**src/rtl/fetch_seq.sv**
```systemverilog
// rtl/fetch_seq.sv - instruction-fetch sequencer: owns the PC, one outstanding imem request,
// drops stale responses after a redirect and hands instructions to decode.
module fetch_seq #(
  parameter int                    word_width = 32,
  parameter logic [word_width-1:0] reset_pc   = '0
) (
  input  logic                  clk,
  input  logic                  reset,
  output logic                  imem_req_valid,
  output logic [word_width-1:0] imem_req_addr,
  input  logic                  imem_req_ready,
  input  logic                  imem_resp_valid,
  input  logic [31:0]           imem_resp_data,
  input  logic                  redirect_valid,
  input  logic [word_width-1:0] redirect_addr,
  output logic                  inst_valid,
  output logic [31:0]           inst_data,
  output logic [word_width-1:0] inst_addr,
  input  logic                  inst_ready,
  output logic [31:0]           fetch_count
);

  typedef enum logic [1:0] {FETCH, WAIT, HOLD, DRAIN} state_t;

  localparam logic [word_width-1:0] align_mask = ~(word_width'(3));

  state_t                state_q, state_d;
  logic [word_width-1:0] pc_q, pc_d;
  logic [31:0]           inst_data_q, inst_data_d;
  logic [word_width-1:0] inst_addr_q, inst_addr_d;
  logic [31:0]           fetch_count_q, fetch_count_d;
  logic [word_width-1:0] target;

  assign target = redirect_addr & align_mask;

  always_comb begin
    state_d       = state_q;
    pc_d          = pc_q;
    inst_data_d   = inst_data_q;
    inst_addr_d   = inst_addr_q;
    fetch_count_d = fetch_count_q;
    case (state_q)
      FETCH: begin
        if (redirect_valid) begin
          pc_d = target;
        end else if (imem_req_ready) begin
          state_d = WAIT;
        end
      end
      WAIT: begin
        if (imem_resp_valid && redirect_valid) begin
          pc_d    = target;
          state_d = FETCH;
        end else if (imem_resp_valid) begin
          inst_data_d = imem_resp_data;
          inst_addr_d = pc_q;
          pc_d        = pc_q + word_width'(4);
          state_d     = HOLD;
        end else if (redirect_valid) begin
          pc_d    = target;
          state_d = DRAIN;
        end
      end
      HOLD: begin
        // A redirect kills the held instruction even if decode is ready this cycle.
        if (redirect_valid) begin
          pc_d    = target;
          state_d = FETCH;
        end else if (inst_ready) begin
          fetch_count_d = fetch_count_q + 32'd1;
          state_d       = FETCH;
        end
      end
      DRAIN: begin
        if (redirect_valid) begin
          pc_d = target;
        end
        if (imem_resp_valid) begin
          state_d = FETCH;
        end
      end
      default: state_d = FETCH;
    endcase
  end

  always_ff @(posedge clk) begin
    if (reset) begin
      state_q       <= FETCH;
      pc_q          <= reset_pc;
      inst_data_q   <= '0;
      inst_addr_q   <= '0;
      fetch_count_q <= '0;
    end else begin
      state_q       <= state_d;
      pc_q          <= pc_d;
      inst_data_q   <= inst_data_d;
      inst_addr_q   <= inst_addr_d;
      fetch_count_q <= fetch_count_d;
    end
  end

  assign imem_req_valid = !reset && (state_q == FETCH) && !redirect_valid;
  assign imem_req_addr  = pc_q;
  assign inst_valid     = !reset && (state_q == HOLD);
  assign inst_data      = inst_data_q;
  assign inst_addr      = inst_addr_q;
  assign fetch_count    = fetch_count_q;

endmodule

```
**config.mk**
```make
export PLATFORM = sky130hd
export DESIGN_NAME = fetch_seq
export DESIGN_NICKNAME = d
export VERILOG_FILES = /design/src/rtl/fetch_seq.sv
export SDC_FILE = /design/constraint.sdc
export NUM_CORES = 1
export LEC_CHECK = 0
export BUFFER_PORTS_ARGS = -buffer_cell sky130_fd_sc_hd__buf_2
export CAP_MARGIN = 30
export CORE_MARGIN = 3
export CORE_UTILIZATION = 26
export DETAILED_ROUTE_END_ITERATION = 8
export REMOVE_ABC_BUFFERS = 1
export SETUP_SLACK_MARGIN = 0.1
export SLEW_MARGIN = 20
export SYNTH_ARGS = -nofsm -noshare
export SYNTH_HDL_FRONTEND = slang
export SYNTH_SLANG_ARGS = --single-unit
```
**constraint.sdc**
```tcl
create_clock -name clk -period 2.4 [get_ports clk]
set_input_delay 0.24 -clock clk [delete_from_list [all_inputs] [get_ports clk]]
set_output_delay 0.24 -clock clk [all_outputs]
set_load 0.01 [all_outputs]
```
== Yosys cells after proc, flatten, opt, wreduce, memory -nomap -nowiden ==
Cells that the tools add are included.
W data, S select, Z words.

* Bitwise logic cells: 2
* Muxes and demuxes: 13
* Reductions and logical operators: 11
* $add $sub $neg: 2
* Equal/unequal tests: 8

{| class="wikitable"
|+ Operators by type and width
! operator !! count
|-
| $mux W32 || 3
|-
| $pmux W32 S2 || 1
|-
| $add A32 B1 Y32 const B || 1
|-
| $add A32 B3 Y32 const B || 1
|-
| $mux W2 || 8
|-
| $pmux W2 S4 || 1
|-
| $ne A2 B2 Y1 const B || 3
|-
| $reduce_and A3 Y1 || 2
|-
| $reduce_and A5 Y1 || 1
|-
| $eq A2 B2 Y1 const B || 2
|-
| $logic_and A1 B1 Y1 || 4
|-
| $ne A4 B4 Y1 const B || 1
|-
| $ne A3 B3 Y1 const B || 1
|-
| $reduce_or A3 Y1 || 1
|-
| $eq A2 B1 Y1 const B || 1
|-
| $logic_not A1 Y1 || 2
|-
| $logic_not A2 Y1 || 1
|-
| $not A1 Y1 || 2
|}

* Register bits: 130
* Bits of input ports: 70
* Output and inout port bits: 130
* Word-level logic and storage cells: 41

== Logic depth before layout (Yosys ltp) ==
* Depth in word-level cells: 4
* Gate-level depth with buffers: 7

== Worst setup path after synthesis ==
Ideal clock, no wire load.

* Path kind: register to register
* Start point: reg pc_q[2] (netlist: imem_req_addr[2])
* End point: reg pc_q[28] (netlist: imem_req_addr[28])
* Library setup time: 0.091 ns
* Cell stages (with the launch flop): 6
* Path buffers: 0
* Path slack: 0.323 ns
* Period minus slack after synthesis: 2.077 ns
* Required time: 2.309 ns
* Arrival time: 1.986 ns
* Cells stage by stage: dfxtp_1 > ha_1 > nand4_1 > or4_1 > or4_1 > a311oi_1

* Cells in the longest elaborated chain, start to end: 4

{| class="wikitable"
|+ RTL lines
! element !! line !! text
|-
| from (decl) || 28 || <nowiki>logic [word_width-1:0] pc_q, pc_d;</nowiki>
|-
| from (signal assigned) || 89 || <nowiki>pc_q <= reset_pc;</nowiki>
|-
| from (signal assigned) || 95 || <nowiki>pc_q <= pc_d;</nowiki>
|-
| $add A32 B3 Y32 || 57 || <nowiki>pc_d = pc_q + word_width'(4);</nowiki>
|-
| $mux W32 || 54 || <nowiki>end else if (imem_resp_valid) begin</nowiki>
|-
| $mux W32 || 51 || <nowiki>if (imem_resp_valid && redirect_valid) begin</nowiki>
|-
| $pmux W32 S2 || 42 || <nowiki>case (state_q)</nowiki>
|}

Every way passes these cells.
A chain may end at the register's enable or synchronous reset.

== Final worst setup path ==
* Start point: reg state_q[1]
* End point: reg fetch_count_q[20] (netlist: fetch_count[20])

* Cells in the longest elaborated chain, start to end: 2

{| class="wikitable"
|+ RTL lines
! element !! line !! text
|-
| from (decl) || 27 || <nowiki>state_t state_q, state_d;</nowiki>
|-
| from (signal assigned) || 94 || <nowiki>state_q <= state_d;</nowiki>
|-
| $eq A2 B2 Y1 || 42 ||
|-
| $reduce_and A3 Y1 (no source line) || -- ||
|-
| to (signal assigned) || 98 || <nowiki>fetch_count_q <= fetch_count_d;</nowiki>
|-
| to (decl) || 31 || <nowiki>logic [31:0] fetch_count_q, fetch_count_d;</nowiki>
|}

Every way passes these cells.

==> impl_metrics.ini <==
[outcome]
status = finished, final reports clean

[die]
die_h_um = 155.6
fp.dieArea_um2 = 24210
chipWidth_um = 155.6
initial_core_util = 0.2658
core-area_um2 = 21890
io_pins = 200
fp-row-count = 54

[global_route]
grt_pass1_wl_um = 29480
grt_usage = 0.1508
grt_pass1_vias = 5574
grt_max_degree = 89
grt-ovfl-total = 0
antenna_found_initial = 0

[sta]
max_freq_ghz = 0.4623
tightest_slew_ns = 0.6174
period_needed_ns = 2.163
period_share = 0.9012
fin_skew_ns = 0.02475
setup_viol = 0
slew_violations = 0
relSlewSlack = 0.5852
final_hold_viol_count = 0
rsz0062_at_grt = false

[synth]
seq_area_frac_synth = 0.4472
synth.top_cell.area_share = 0.4472
synth_flop_cell = dfxtp_1
postSynthAreaPerCell_um2 = 8.027
yosys.area.top_type = dfxtp_1
synthCells = 725
synth_cell_types = 56
async_flop_share = 0
syn-cell-area_um2 = 5819
ys_ff_latch = 130
synth_area_leaders = dfxtp_1 (45%), nand2_1 (10%), a21oi_1 (7.7%)
yosys_warnings = 0
synth_edf_count = 0

[clock_network]
numCtsBuffers = 17
htree_num_levels = 4
cts.sinks = 130
clkTransAtPathRegs_ns = 0.06
clk_path_buf_depth = 2
root_buffer = clkbuf_16
cts_tree = yes
insertion_delay_ns = 0.42

[pwr]
irDropWorstVdd_mv = 0.4037
p_per_area_nw_per_um2 = 691.8
total_leakage_power_nw = 3.093

[cells_and_area]
diodes = 0
final_common_cell = buf_2
final_nets = 994
drive_gt1_frac = 0.2880
mostFrequentLayoutCells = buf_2 (196), nand2_1 (154), dfxtp_1 (130)
syn_to_final_growth_pct = 34.96
fin_util = 0.3588
stdcell_area_um2 = 7854

[setup_path]
cp_max_fo = 19
cp-end-kind = flop
r2r_slack_ns = 0.24
cp.required_ns = 2.74
worst_ep_arrival_time_ns = 2.50
startpoint_type = flop
crit_type = reg -> reg

[routing]
drc = 0
drtAntennaViolNets = 0
wl_um = 18770
num_vias = 6015
drt-initial-drc-count = 408
avgViaCountPerCell = 4.955
dr.pass1.iters = 5
wl_per_cell_um = 15.46

[flow_run]
cap_violations = 0

[place]
placedInstanceArea_um2 = 7206
place.gp.congestion = 0.7859
port_buffers = 197
dp_hpwl_um = 13290

[worst_hold_path]
min_path_type = in -> reg
[worst max-delay path: stages, from the launching register on]
cell       delay, ns
dfxtp_1         0.45
nand4bb_4       0.14
buf_4           0.17
or4_1           0.46
buf_4           0.21
or4_1           0.51
a21oi_1         0.16
[registers in the layout, summed over array words and instances, names as in the netlist]
register,count
inst_addr,32
imem_req_addr,32
fetch_count,32
state_q,2
inst_data,32
[metrics by stage]
stage | cells | total power, mW | setup TNS [ns] | hold WS [ns] | worst slack [ns]
2_1_floorplan | 674 | 2.462 | -37.85 | 0.3091 | -0.5913
3_3_place_gp | 1182 | 2.700 | 0 | 0.4389 | 0.2071
3_5_place_dp | 1182 | 2.704 | 0 | 0.4434 | 0.1761
4_1_cts | 1213 | 5.517 | 0 | 0.03607 | 0.2066
5_1_grt | 1214 | 5.652 | 0 | 0.04092 | 0.09940
6_report | 1214 | 5.433 | 0 | 0.05614 | 0.2370
[cells by family after synthesis]
group | Yosys count | synth area share
compound gates | 163 | 0.1724
simple gates | 347 | 0.3008
fa+ha+maj | 2 | 0.004299
flops | 130 | 0.4472
xor+xnor | 22 | 0.03311
buf+inv | 61 | 0.04214
[layer usage]
layer,global-route usage,share of wire,vias up
li1,-,-,2998
met1,0.1970,0.45,2800
met5,0,0,-
met4,0.05044,0.019,0
met2,0.2398,0.46,191
met3,0.04438,0.071,26
[power by group]
part / internal, mW / switching, mW
Sequential: 2.21 / 0.0661
Clock: 1.79 / 0.983
Combinational: 0.167 / 0.219
[worst paths after layout]
kind | startpoint | cells after the start | end
max | state_q[1] | 6 | fetch_count[20]
min | imem_resp_data[1] | 3 | inst_data[1]
max reg2reg | state_q[1] | 6 | fetch_count[20]
min reg2reg | inst_data[24] | 2 | inst_data[24]
[cell usage after synthesis (2+ instances only)]
cell,n
dfxtp_1,130
a2111oi_1,2
ha_1,2
or3_1,19
o31ai_1,16
o21bai_1,2
a21oi_1,89
and3_1,4
nor2_1,41
clkbuf_1,40
inv_1,9
nor4_1,12
xnor2_1,12
and2_1,5
a41oi_1,2
nand2_1,155
or4_1,20
o21ai_0,13
nand4_1,17
xor2_1,10
buf_1,5
buf_2,4
o41a_1,2
a311oi_1,11
nor2b_1,6
and4_1,9
nor3_1,13
a2111oi_0,3
nand4_2,2
a211oi_1,11
a31oi_1,3
nand3_1,26
or2_2,2
nor3b_1,6
[timing repair]
item | CTS | global route
gates resized for setup | 0 | 1
hold buffers | 0 | 0
setup endpoints to repair | 0 | 1
setup buffers | 0 | 0
[layout make-up]
| type | instances | area (um2) |
|---|---|---|
| Clock buffer | 22 | 464.2 |
| Clock inverter | 9 | 153.9 |
| Fill cell | 2308 | 14040 |
| Inverter | 10 | 37.54 |
| Multi-Input combinational cell | 534 | 2984 |
| Sequential cell | 130 | 2603 |
| Tap cell | 280 | 350.3 |
| Timing Repair Buffer | 229 | 1261 |
Note: power is estimated with default switching activity, not from simulation.
